--- src/rtl/stream_packetizer.sv ---
// rtl/stream_packetizer.sv - frames words from a FWFT FIFO into header+payload packets
//
// Ports:
//   clk             - single clock, rising edge
//   rst_n           - asynchronous active-low reset
//   fifo_dout       - head word of the upstream first-word-fall-through FIFO
//   fifo_empty      - FIFO empty flag
//   fifo_data_count - FIFO occupancy
//   fifo_rd_en      - pop strobe, asserted in the same cycle as a payload transfer
//   m_data          - output stream data (header word or payload word)
//   m_valid         - output stream valid
//   m_ready         - output stream ready from the sink
//   m_last          - marks the final payload word of a packet
//   busy            - high while a packet is being emitted
//   pkt_count       - completed packets, wraps at 0xFFFF
//
// Header word layout: bits 23:16 sequence number, bits 15:0 payload length,
// all remaining upper bits zero.

module stream_packetizer #(
    parameter int WIDTH   = 32,
    parameter int DEPTH   = 16,
    parameter int MAX_LEN = 4,
    parameter int TIMEOUT = 8
) (
    input  logic                     clk,
    input  logic                     rst_n,
    input  logic [WIDTH-1:0]         fifo_dout,
    input  logic                     fifo_empty,
    input  logic [$clog2(DEPTH)-1:0] fifo_data_count,
    output logic                     fifo_rd_en,
    output logic [WIDTH-1:0]         m_data,
    output logic                     m_valid,
    input  logic                     m_ready,
    output logic                     m_last,
    output logic                     busy,
    output logic [15:0]              pkt_count
);

    // Timer only ever counts up to TIMEOUT-1 before a launch clears it.
    localparam int TW = $clog2(TIMEOUT + 1);

    typedef enum logic [1:0] {
        IDLE    = 2'd0,
        HEADER  = 2'd1,
        PAYLOAD = 2'd2
    } state_t;

    state_t        state;
    state_t        state_nxt;
    logic [TW-1:0] timer;
    logic [TW-1:0] timer_nxt;
    logic [15:0]   len;
    logic [15:0]   len_nxt;
    logic [15:0]   rem;
    logic [15:0]   rem_nxt;
    logic [7:0]    seq;
    logic          pkt_done;

    logic [31:0]   count_ext;
    logic          launch_full;
    logic          launch_timeout;

    assign count_ext      = 32'(fifo_data_count);
    assign launch_full    = (count_ext >= 32'(MAX_LEN));
    assign launch_timeout = !fifo_empty && (timer == TW'(TIMEOUT - 1));

    assign busy = (state != IDLE);

    always_comb begin
        state_nxt  = state;
        timer_nxt  = timer;
        len_nxt    = len;
        rem_nxt    = rem;
        pkt_done   = 1'b0;
        m_valid    = 1'b0;
        m_last     = 1'b0;
        m_data     = '0;
        fifo_rd_en = 1'b0;

        case (state)
            IDLE: begin
                if (fifo_empty) begin
                    timer_nxt = '0;
                end else if (launch_full) begin
                    len_nxt   = 16'(MAX_LEN);
                    timer_nxt = '0;
                    state_nxt = HEADER;
                end else if (launch_timeout) begin
                    // Length is frozen here; later FIFO writes belong to the next packet.
                    len_nxt   = 16'(fifo_data_count);
                    timer_nxt = '0;
                    state_nxt = HEADER;
                end else begin
                    timer_nxt = timer + TW'(1);
                end
            end

            HEADER: begin
                m_valid        = 1'b1;
                m_data[23:16]  = seq;
                m_data[15:0]   = len;
                if (m_ready) begin
                    rem_nxt   = len;
                    state_nxt = PAYLOAD;
                end
            end

            PAYLOAD: begin
                // FWFT head is presented directly; an empty FIFO simply stalls the packet.
                m_valid    = !fifo_empty;
                m_data     = fifo_dout;
                m_last     = (rem == 16'd1) && m_valid;
                fifo_rd_en = m_valid && m_ready;
                if (fifo_rd_en) begin
                    rem_nxt = rem - 16'd1;
                    if (m_last) begin
                        pkt_done  = 1'b1;
                        state_nxt = IDLE;
                    end
                end
            end

            default: begin
                state_nxt = IDLE;
            end
        endcase
    end

    always_ff @(posedge clk or negedge rst_n) begin
        if (!rst_n) begin
            state     <= IDLE;
            timer     <= '0;
            len       <= '0;
            rem       <= '0;
            seq       <= '0;
            pkt_count <= '0;
        end else begin
            state <= state_nxt;
            timer <= timer_nxt;
            len   <= len_nxt;
            rem   <= rem_nxt;
            if (pkt_done) begin
                seq       <= seq + 8'd1;
                pkt_count <= pkt_count + 16'd1;
            end
        end
    end

endmodule

--- config.mk ---
export PLATFORM = sky130hd
export DESIGN_NAME = stream_packetizer
export DESIGN_NICKNAME = d
export VERILOG_FILES = /design/src/rtl/stream_packetizer.sv
export SDC_FILE = /design/constraint.sdc
export NUM_CORES = 1
export LEC_CHECK = 0
export CAP_MARGIN = 10
export CORE_ASPECT_RATIO = 1.2
export CORE_UTILIZATION = 30
export CTS_CLUSTER_SIZE = 10
export DETAILED_ROUTE_END_ITERATION = 12
export PLACE_DENSITY_LB_ADDON = 0.05
export SLEW_MARGIN = 15
export SYNTH_ARGS = -nofsm -noshare
export SYNTH_HDL_FRONTEND = slang
export SYNTH_SLANG_ARGS = --single-unit
--- constraint.sdc ---
create_clock -name clk -period 2.2 [get_ports clk]
set_input_delay 0.22 -clock clk [delete_from_list [all_inputs] [get_ports clk]]
set_output_delay 0.22 -clock clk [all_outputs]
set_load 0.02 [all_outputs]
* Word level (Yosys, flattened, before mapping) *
Index checks and enable logic that the tools add are counted.

storage, ports and cells
  flip-flop bits (word level) = 62
  input port bits = 40
  word-level logic and storage cells = 55

cells by class
  add/subtract/negate cells = 4
  order comparisons = 1
  equal/unequal tests = 9
  mux-type cells = 23
  bitwise gates (word level) = 1
  reduce and logical (&&, ||, !) cells = 11

operators with widths
  kind                     count
  $mux W16                 4
  $pmux W24 S2             1
  $pmux W16 S2             1
  $add A16 B1 Y16 const B  1
  $eq A16 B1 Y1 const B    1
  $sub A16 B1 Y16 const B  1
  $mux W2                  6
  $mux W4                  3
  $add A8 B1 Y8 const B    1
  $mux W8                  1
  $ne A2 B2 Y1 const B     4
  $pmux W2 S3              1
  $reduce_and A3 Y1        2
  $reduce_bool A2 Y1       3
  $mux W1                  5
  $reduce_and A5 Y1        1
  $add A4 B1 Y4 const B    1
  $eq A4 B3 Y1 const B     1
  $ge A4 B3 Y1 const B     1
  $logic_and A1 B1 Y1      3
  $ne A3 B3 Y1 const B     1
  $eq A2 B1 Y1 const B     1
  $eq A2 B2 Y1 const B     1
  $logic_not A2 Y1         1
  other kinds (3)          3

* Logic depth before layout (Yosys ltp) *
Gate-level depths: netlist (run 1).

  depth after elaboration = 6
  mapped depth = 8

* Least setup slack after synthesis (run 1) *
OpenSTA, ideal clock, no wires.

  path kind = register -> output
  start point = reg state[0]
  end point = out m_last
  arrival = 1.843 ns
  data required time = 1.980 ns
  path slack = 0.137 ns
  cell stages (with the launch flop) = 7
  path buffers = 2
  cells stage by stage = dfrtp_1 > inv_1 > ha_1 > clkbuf_2 > clkbuf_1 > nand2b_1 > nor4_1

on the way
  cells in the longest elaborated chain, start to end = 2

ends and longest elaborated chain
  item                    line  text
  from (decl)             49    state_t state;
  from (signal assigned)  139   state <= state_nxt;
  $eq A2 B2 Y1            81    case (state)
  $mux W1                 81
  to (decl)               35    output logic m_last,

No other way between the ends.

* Final worst setup path (run 1) *
  start point = reg state[0]
  end point = out m_data[25]

on the way
  cells in the longest elaborated chain, start to end = 2

ends and longest elaborated chain
  item          line  text
  $eq A2 B2 Y1  81
  $mux W8       81
  to (decl)     32    output logic [WIDTH-1:0] m_data,

No other way between the ends.

==> impl_metrics.py, run 1 <==
metrics = {
    "outcome": {
        "status": "finished, final reports clean",
    },
    "grt": {
        "antenna_found_initial": 0,
        "gr-total-overflow": 0,
        "grt_use_total": 0.161,
        "grt_pass1_wl_mm": 13.5,
        "grt_pass1_vias": 2723,
        "grt_max_degree": 38,
    },
    "timing": {
        "fmax_mhz": 473,
        "hold_viol": 0,
        "min_period_ns": 2.12,
        "rsz0062_at_grt": "yes",
        "fin_worst_skew_ns": 0.0115,
        "setup_viol": 0,
        "slew_headroom": 0.570,
        "slew_violations": 0,
        "tightest_slew_ns": 0.645,
        "period_share": 0.962,
    },
    "yosys": {
        "syn_avg_cell_area_sq_um": 9.67,
        "ys_types": 55,
        "synth_ff_type": "dfrtp_1",
        "syn_nets": 361,
        "synth_seq_cells": 50,
        "ys_top_cells_by_area": "dfrtp_1 41%, and2_1 4.6%, ha_1 3.7%, xor2_1 3.5%, xnor2_1 3.2%",
        "synth_edf_count": 0,
        "synth_top_area_frac": 0.415,
        "synth.cell_area_sq_um": 3020,
        "ys_async_sr_fraction": 1.00,
        "yosysWarnings": 0,
        "synthCells": 312,
        "synth_top_cell_by_area": "dfrtp_1",
        "yosysSeqAreaShare": 0.415,
    },
    "final_layout": {
        "multi_input_area_sq_um": 1680,
        "syn_to_final_growth_pct": 45.0,
        "fin_nets": 468,
        "fill_cells": 957,
        "drive_gt1_frac": 0.124,
        "fin_util": 0.453,
        "ff_latch_area_sq_um": 1250,
        "diodes": 0,
    },
    "die": {
        "coreArea_sq_um": 9660,
        "die_x_um": 93.5,
        "die_area_sq_um": 10500,
        "die_h_um": 112,
        "num_rows": 39,
        "io_pins": 92,
        "start_util": 0.312,
    },
    "power_and_ir_drop": {
        "finalPower_mw": 4.52,
        "seqPwrFrac": 0.272,
        "internal_power_mw": 2.61,
        "swShare": 0.422,
        "p_comb_frac": 0.552,
        "pwr-share-clk": 0.176,
        "power_leakage_nw": 1.97,
        "net-switching-power_mw": 1.91,
        "power.density_nw_per_um2": 1030,
        "irDropWorstVdd_uv": 422,
    },
    "placed_design": {
        "port_buffers": 91,
        "dp_hpwl_mm": 6.04,
        "globalplace.congestion": 0.719,
    },
    "min_path": {
        "hold_class": "register to register",
    },
    "flow_run": {
        "drv_cap": 0,
    },
    "drt": {
        "remaining_drc_errors": 0,
        "vias": 2747,
        "firstDrtPassIters": 4,
        "drtIter0Drc": 103,
        "wl_mm": 8.08,
        "vias_per_cell": 5.06,
        "ant_nets": 0,
        "routedWlPerCell_um": 14.9,
    },
    "clock_network": {
        "h-tree-depth": 2,
        "clk_pin_slew_worst_paths_ns": 0.07,
        "worstSkewPairLatency_ns": 0.30,
        "clockBufferDepth": 2,
        "cts_tree": "yes",
        "numCtsBuffers": 5,
        "clock-sinks": 50,
        "cts-root-buf": "clkbuf_16",
    },
    "worst_setup_path": {
        "critPathMaxFanout": 37,
        "start_kind": "register",
        "worstPathRequired_ns": 1.98,
        "path_class": "register to primary output",
        "worst-endpoint-arrival_ns": 1.90,
        "endpoint_kind": "primary output",
    },
}
synthesized netlist by cell type, types with 3 or more instances:
library cell / number
dfrtp_1: 50
and2_1: 22
nor2b_1: 15
a21oi_1: 14
nor2_1: 13
o21ai_0: 13
a22oi_1: 12
xor2_1: 12
nand2_1: 11
nand4_1: 11
xnor2_1: 11
inv_1: 10
nand3_1: 10
clkbuf_1: 9
ha_1: 9
nor3_1: 9
or3_1: 8
nor4_1: 7
o31ai_1: 7
mux2i_1: 4
o311ai_0: 4
and3_1: 3
nand2b_1: 3
or4_1: 3
cell type report:
type / count / share of cell area
multi-input cells: 237 / 0.384
flip-flops and latches: 50 / 0.286
repair buffers: 115 / 0.253
well taps: 123 / 0.0352
clock buffers: 5 / 0.0286
inverters: 10 / 0.00858
clock inverters: 3 / 0.00543
state kept, by name, indices dropped and copies added (netlist names):
name,count
pkt_count,16
seq,8
state,2
rem,16
len,4
timer,4
per-stage QoR:
step	hold WS, ns	cells	setup slack [ns]	cell area [sq um]	TNS, ns
2_1_floorplan	-0.0756	312	0.137	3020	0
3_3_place_gp	0.284	534	0.0177	4220	0
3_5_place_dp	0.282	534	0.0173	4220	0
4_1_cts	0.480	543	0.0165	4340	0
5_1_grt	0.502	543	-0.00464	4380	-0.00464
6_report	0.475	543	0.0838	4380	0
routing by layer:
| layer | up-vias | GRT usage | wire length (um) |
|---|---|---|---|
| met5 | - | 0 | 0 |
| met4 | 0 | 0.0431 | 86 |
| met3 | 5 | 0.0355 | 426 |
| met2 | 64 | 0.273 | 3870 |
| met1 | 1327 | 0.205 | 3700 |
| li1 | 1351 | - | - |
power by group through the flow:
stage | clock, mW | combinational, mW | sequential, mW
global route | 0.865 | 2.77 | 1.25
detailed placement | 0 | 2.59 | 1.24
global placement | 0 | 2.57 | 1.23
CTS | 0.820 | 2.51 | 1.23
floorplan | 0 | 1.52 | 1.22
finish | 0.795 | 2.49 | 1.23
final timing paths:
check,from,endpoint,slack (ns),depth (start not counted)
max in group asynchronous,rst_n,rem[3],1.16,3
max,state[0],m_data[25],0.08,5
min in group asynchronous,rst_n,timer[0],0.49,2
min,seq[7],seq[7],0.47,1
min reg2reg,seq[7],seq[7],0.47,1
max reg2reg,state[1],rem[15],0.11,6
kinds of logic (layout without fill, tap and decap cells):
logic type | count (synthesis) | in the layout | share of synthesized area
adders and majority gates | 9 | 9 | 0.0373
buffers and inverters | 25 | 133 | 0.0394
xor gates and xnor gates | 23 | 23 | 0.0668
muxes | 6 | 6 | 0.0207
and+or+nand+nor | 133 | 133 | 0.273
AOI/OAI and AO/OA | 66 | 66 | 0.148
DFF | 50 | 50 | 0.415
cells in the final DEF (no fill, tap or decap), drive strengths merged, types with 12 or more instances in the layout:
cell and instances:
clkdlybuf4s50 60, buf 24, dlygate4sd2 27, xor2 12, and2 22, nor2b 15, dfrtp 50, a22oi 12
a21oi 14, nor2 13, o21ai 14
what timing repair did:
item | 4_1_cts | 5_1_grt
setup endpoints to repair | 28 | 7
hold endpoints to repair | 25 | 0
resized for setup | 28 | 12
pin swaps | 0 | 3
hold buffers | 1 | 0
setup buffers | 0 | 0
critical path, cell delays in order (launching register included):
cell	delay [ns]
dfrtp_1	0.38
inv_1	0.08
ha_1	0.19
buf_12	0.20
and2_1	0.14
clkdlybuf4s50_1	0.60
Note: power is estimated with default switching activity, not from simulation.
==> run 2: changes to the inputs <==
--- a/config.mk
+++ b/config.mk
@@ -7,10 +7,11 @@
 export LEC_CHECK = 0
 export CAP_MARGIN = 10
 export CORE_ASPECT_RATIO = 1.2
+export CORE_MARGIN = 1.5
 export CORE_UTILIZATION = 30
 export CTS_CLUSTER_SIZE = 10
 export DETAILED_ROUTE_END_ITERATION = 12
-export PLACE_DENSITY_LB_ADDON = 0.05
+export PLACE_DENSITY = 0.57
 export SLEW_MARGIN = 15
 export SYNTH_ARGS = -nofsm -noshare
 export SYNTH_HDL_FRONTEND = slang
==> impl_metrics.py, run 2 (same netlist as run 1, synthesis figures left out) <==
metrics = {
    "power_and_ir_drop": {
        "irDropWorstVdd_uv": 424,
        "power_leakage_nw": 2.12,
        "power.density_nw_per_um2": 1030,
    },
    "die": {
        "coreArea_sq_um": 9660,
        "die_h_um": 113,
        "die_x_um": 94.5,
        "num_rows": 39,
        "io_pins": 92,
        "start_util": 0.312,
        "die_area_sq_um": 10700,
    },
    "final_layout": {
        "fin_nets": 476,
        "stdcell_count": 550,
        "fin_util": 0.460,
        "layout_common_cells": "54 x clkdlybuf4s50_1, 49 x dfrtp_1, 29 x buf_4",
        "final_common_cell": "clkdlybuf4s50_1",
        "drive_gt1_frac": 0.131,
        "syn_to_final_growth_pct": 47.2,
        "largestRegisters": "pkt_count (16), rem (16), seq (8)",
        "diodes": 0,
        "final_area_sq_um": 4440,
    },
    "worst_setup_path": {
        "critPathMaxFanout": 5,
        "worstPathRequired_ns": 2.42,
        "worst-endpoint-arrival_ns": 2.30,
        "endpoint_kind": "register",
        "path_class": "register to register",
        "start_kind": "register",
        "worstReg2RegStart": "rem[2]",
        "rrSetupSlack_ns": 0.11,
        "rr_worst_depth": 6,
        "reg2reg_to": "rem[13]",
    },
    "drt": {
        "drtIter0Drc": 71,
        "ant_nets": 0,
        "remaining_drc_errors": 0,
        "vias_per_cell": 5.06,
        "vias": 2784,
        "firstDrtPassIters": 5,
        "wl_mm": 8.05,
        "routedWlPerCell_um": 14.6,
    },
    "grt": {
        "grt_pass1_wl_mm": 13.1,
        "gr-total-overflow": 0,
        "grt_use_total": 0.152,
        "grt_pass1_vias": 2713,
        "antenna_found_initial": 0,
        "grt_max_degree": 31,
    },
    "timing": {
        "rsz0062_at_grt": "no",
        "finalSetupTns_ns": 0,
        "slew_violations": 0,
        "setup_viol": 0,
        "period_share": 0.949,
        "fin_worst_skew_ns": 0.0111,
        "slew_headroom": 0.651,
        "tightest_slew_ns": 0.524,
        "fmax_mhz": 479,
        "min_period_ns": 2.09,
        "hold_viol": 0,
    },
    "placed_design": {
        "dpl_cell_area_sq_um": 4240,
        "globalplace.congestion": 0.768,
        "port_buffers": 91,
        "dp.cells": 542,
        "dp_hpwl_mm": 6.09,
    },
    "outcome": {
        "status": "finished, final reports clean",
    },
    "clock_network": {
        "clk_pin_slew_worst_paths_ns": 0.07,
        "h-tree-depth": 2,
        "cts_tree": "yes",
        "numCtsBuffers": 5,
        "clock-sinks": 50,
        "clockBufferDepth": 2,
        "cts-root-buf": "clkbuf_16",
        "cts_setup_buffers": 0,
        "worstSkewPairLatency_ns": 0.29,
    },
    "flow_run": {
        "drv_cap": 0,
    },
    "min_path": {
        "hold_class": "input pin to async pin",
    },
}
==> run 2: changes by cell type in the layout (fill, tap and decap cells not counted), sizes merged <==
cell and delta:
bufinv +1, buf +8, dlygate4sd2 -4, dlymetal6s2s +8, clkdlybuf4s15 +3, clkbuf -1
inv -1, clkdlybuf4s50 -6, clkinvlp -2, clkinv +1
==> run 2: worst max-delay path, cell delays in order, from the launching register on <==
cell and delay (ns):
dfrtp_1 0.39, buf_4 0.15, nor4_1 0.38, o211ai_1 0.16, buf_4 0.18, or4_2 0.61, a21oi_1 0.15
==> run 2: worst max path at each step <==
stage	startpoint	endpoint	slack (ns)
2_1_floorplan	state[0]	m_last	0.14
5_1_grt	state[0]	rem[13]	0.02
4_1_cts	state[0]	m_data[25]	0.03
3_3_place_gp	fifo_empty	m_last	0.03
6_report	rem[2]	rem[13]	0.11
3_5_place_dp	state[0]	m_data[11]	-0.01
==> run 2: repair_timing <==
item,CTS,global route
hold buffers,1,0
hold endpoints to repair,20,0
gates cloned,0,0
endpoints found under the setup margin,35,15
resized for setup,29,16
==> run 2: metrics by stage <==
step	total power [mW]	hold slack [ns]	worst slack [ns]
detailed placement	3.79	0.229	-0.0142
floorplan	2.73	-0.0756	0.137
finish	4.57	0.436	0.113
CTS	4.62	0.453	0.0253
global route	4.92	0.476	0.0172
global placement	3.75	0.226	0.0299
==> run 2: area by class of cell <==
cell class | instances | area [sq um]
clock buffers | 5 | 125
clock inverters | 2 | 38.8
fillers | 970 | 5220
inverters | 10 | 37.5
multi-input cells | 237 | 1670
flip-flops and latches | 50 | 1250
well taps | 123 | 154
repair buffers | 123 | 1160
==> run 2: layer usage <==
metal | vias to the layer above | global-route usage | wire, um
li1 | 1375 | - | -
met1 | 1330 | 0.191 | 3550
met2 | 77 | 0.266 | 4010
met3 | 2 | 0.0343 | 467
met4 | 0 | 0.0289 | 29
met5 | - | 0 | 0
==> run 2: where the power goes <==
group | leakage (nW) | internal [mW] | total [mW] | switching, mW
sequential | 0.680 | 1.06 | 1.21 | 0.153
combinational | 1.36 | 1.13 | 2.49 | 1.36
clock | 0.0799 | 0.532 | 0.869 | 0.337
==> run 3: changes to the inputs <==
--- a/config.mk
+++ b/config.mk
@@ -6,12 +6,15 @@
 export NUM_CORES = 1
 export LEC_CHECK = 0
 export CAP_MARGIN = 10
+export CELL_PAD_IN_SITES_DETAIL_PLACEMENT = 2
+export CELL_PAD_IN_SITES_GLOBAL_PLACEMENT = 2
 export CORE_ASPECT_RATIO = 1.2
 export CORE_MARGIN = 1.5
-export CORE_UTILIZATION = 30
+export CORE_UTILIZATION = 28
+export CTS_CLUSTER_DIAMETER = 80
 export CTS_CLUSTER_SIZE = 10
 export DETAILED_ROUTE_END_ITERATION = 12
-export PLACE_DENSITY = 0.57
+export PLACE_DENSITY = 0.82
 export SLEW_MARGIN = 15
 export SYNTH_ARGS = -nofsm -noshare
 export SYNTH_HDL_FRONTEND = slang
==> impl_metrics.py, run 3 (same netlist as run 1, synthesis figures left out) <==
metrics = {
    "min_path": {
        "hold_class": "input pin to async pin",
    },
    "power_and_ir_drop": {
        "power.density_nw_per_um2": 1050,
        "irDropWorstVdd_uv": 453,
        "power_leakage_nw": 1.99,
    },
    "worst_setup_path": {
        "worst-endpoint-arrival_ns": 2.32,
        "worstPathRequired_ns": 2.41,
        "path_class": "register to register",
        "worstReg2RegStart": "state[1]",
        "rrSetupSlack_ns": 0.1,
        "critPathMaxFanout": 17,
        "rr_worst_depth": 6,
        "start_kind": "register",
        "reg2reg_to": "rem[13]",
        "cp-startpoint": "state[1]",
        "endpoint_kind": "register",
    },
    "clock_network": {
        "worstSkewPairLatency_ns": 0.29,
        "cts-root-buf": "clkbuf_16",
        "cts_tree": "yes",
        "clk_pin_slew_worst_paths_ns": 0.07,
        "clockBufferDepth": 2,
        "clock-sinks": 50,
        "numCtsBuffers": 5,
        "h-tree-depth": 2,
    },
    "timing": {
        "hold_ws_ns": 0.452,
        "setup_viol": 0,
        "period_share": 0.955,
        "fmax_mhz": 476,
        "slew_headroom": 0.661,
        "slew_violations": 0,
        "min_period_ns": 2.10,
        "finalSetupTns_ns": 0,
        "hold_viol": 0,
        "fin_worst_skew_ns": 0.00682,
        "tightest_slew_ns": 0.505,
    },
    "final_layout": {
        "fin_nets": 471,
        "diodes": 0,
        "layout_common_cells": "54 x clkdlybuf4s50_1, 50 x dfrtp_1, 35 x dlygate4sd2_1",
        "fill_cells": 1157,
        "syn_to_final_growth_pct": 45.8,
        "final_common_cell": "clkdlybuf4s50_1",
        "stdcell_count": 552,
        "final_area_sq_um": 4400,
        "drive_gt1_frac": 0.123,
        "largestRegisters": "pkt_count (16), rem (16), seq (8)",
    },
    "die": {
        "die_x_um": 97.8,
        "die_area_sq_um": 11400,
        "coreArea_sq_um": 10500,
        "die_h_um": 117,
        "start_util": 0.287,
        "num_rows": 41,
        "io_pins": 92,
    },
    "grt": {
        "antenna_found_initial": 0,
        "grt_max_degree": 51,
        "grt_use_total": 0.181,
        "grt_pass1_wl_mm": 16.7,
        "grt_pass1_vias": 3281,
        "gr-total-overflow": 0,
    },
    "drt": {
        "remaining_drc_errors": 0,
        "vias_per_cell": 5.30,
        "routedWlPerCell_um": 18.3,
        "firstDrtPassIters": 4,
        "drtIter0Drc": 94,
        "wl_mm": 10.1,
        "ant_nets": 0,
        "vias": 2926,
    },
    "outcome": {
        "status": "finished, final reports clean",
    },
    "placed_design": {
        "globalplace.congestion": 0.752,
        "port_buffers": 91,
        "dp_hpwl_mm": 7.46,
        "dp.cells": 541,
        "dpl_cell_area_sq_um": 4230,
    },
    "flow_run": {
        "drv_cap": 0,
    },
}
[run 3: worst max path at each step]
stage | endpoint | cells after the start
5_1_grt | rem[13] | 6
2_1_floorplan | m_last | 6
3_3_place_gp | pkt_count[14] | 7
4_1_cts | rem[13] | 7
6_report | rem[13] | 6
3_5_place_dp | pkt_count[14] | 7
[run 3: what timing repair did]
item                                    4_1_cts  5_1_grt
endpoints found under the hold margin        50        0
endpoints found under the setup margin       40       14
pin swaps                                     1        1
resized for setup                            37        7
hold buffers                                  1        0
setup buffers                                 1        1
[run 3: final cells by class]
| cell class | count | area (sq um) | area share |
|---|---|---|---|
| Multi-Input combinational cell | 237 | 1680 | 0.382 |
| Clock buffer | 7 | 143 | 0.0324 |
| Tap cell | 129 | 161 | 0.0367 |
| Timing Repair Buffer | 118 | 1120 | 0.255 |
| Inverter | 10 | 37.5 | 0.00853 |
| Sequential cell | 50 | 1250 | 0.284 |
| Clock inverter | 1 | 5.00 | 0.00114 |
[run 3: worst max-delay path: stages, from the launching register on]
cell and delay, ns:
dfrtp_1 0.44, inv_1 0.12, ha_2 0.36, buf_12 0.14, o211ai_1 0.15, or4_2 0.64
a21oi_1 0.17
[run 3: power by group]
part | switching (mW) | internal, mW | total [mW] | leakage (nW)
sequential | 0.172 | 1.06 | 1.23 | 0.681
clock | 0.341 | 0.452 | 0.794 | 0.0739
combinational | 1.48 | 1.12 | 2.60 | 1.24
total | 1.99 | 2.63 | 4.62 | 1.99
[run 3: per-stage QoR]
step / setup slack [ns] / utilization / power, mW
finish: 0.0981 / 0.418 / 4.62
global route: -0.0257 / 0.418 / 4.99
CTS: 0.0151 / 0.415 / 4.66
detailed placement: -0.108 / 0.402 / 3.93
global placement: 0.0780 / 0.402 / 3.80
floorplan: 0.137 / - / 2.73
[run 3: routing by layer]
| metal | track usage | part of all wire |
|---|---|---|
| met5 | 0 | 0 |
| met4 | 0.0410 | 0.011 |
| met3 | 0.0299 | 0.035 |
| met2 | 0.359 | 0.55 |
| met1 | 0.203 | 0.41 |
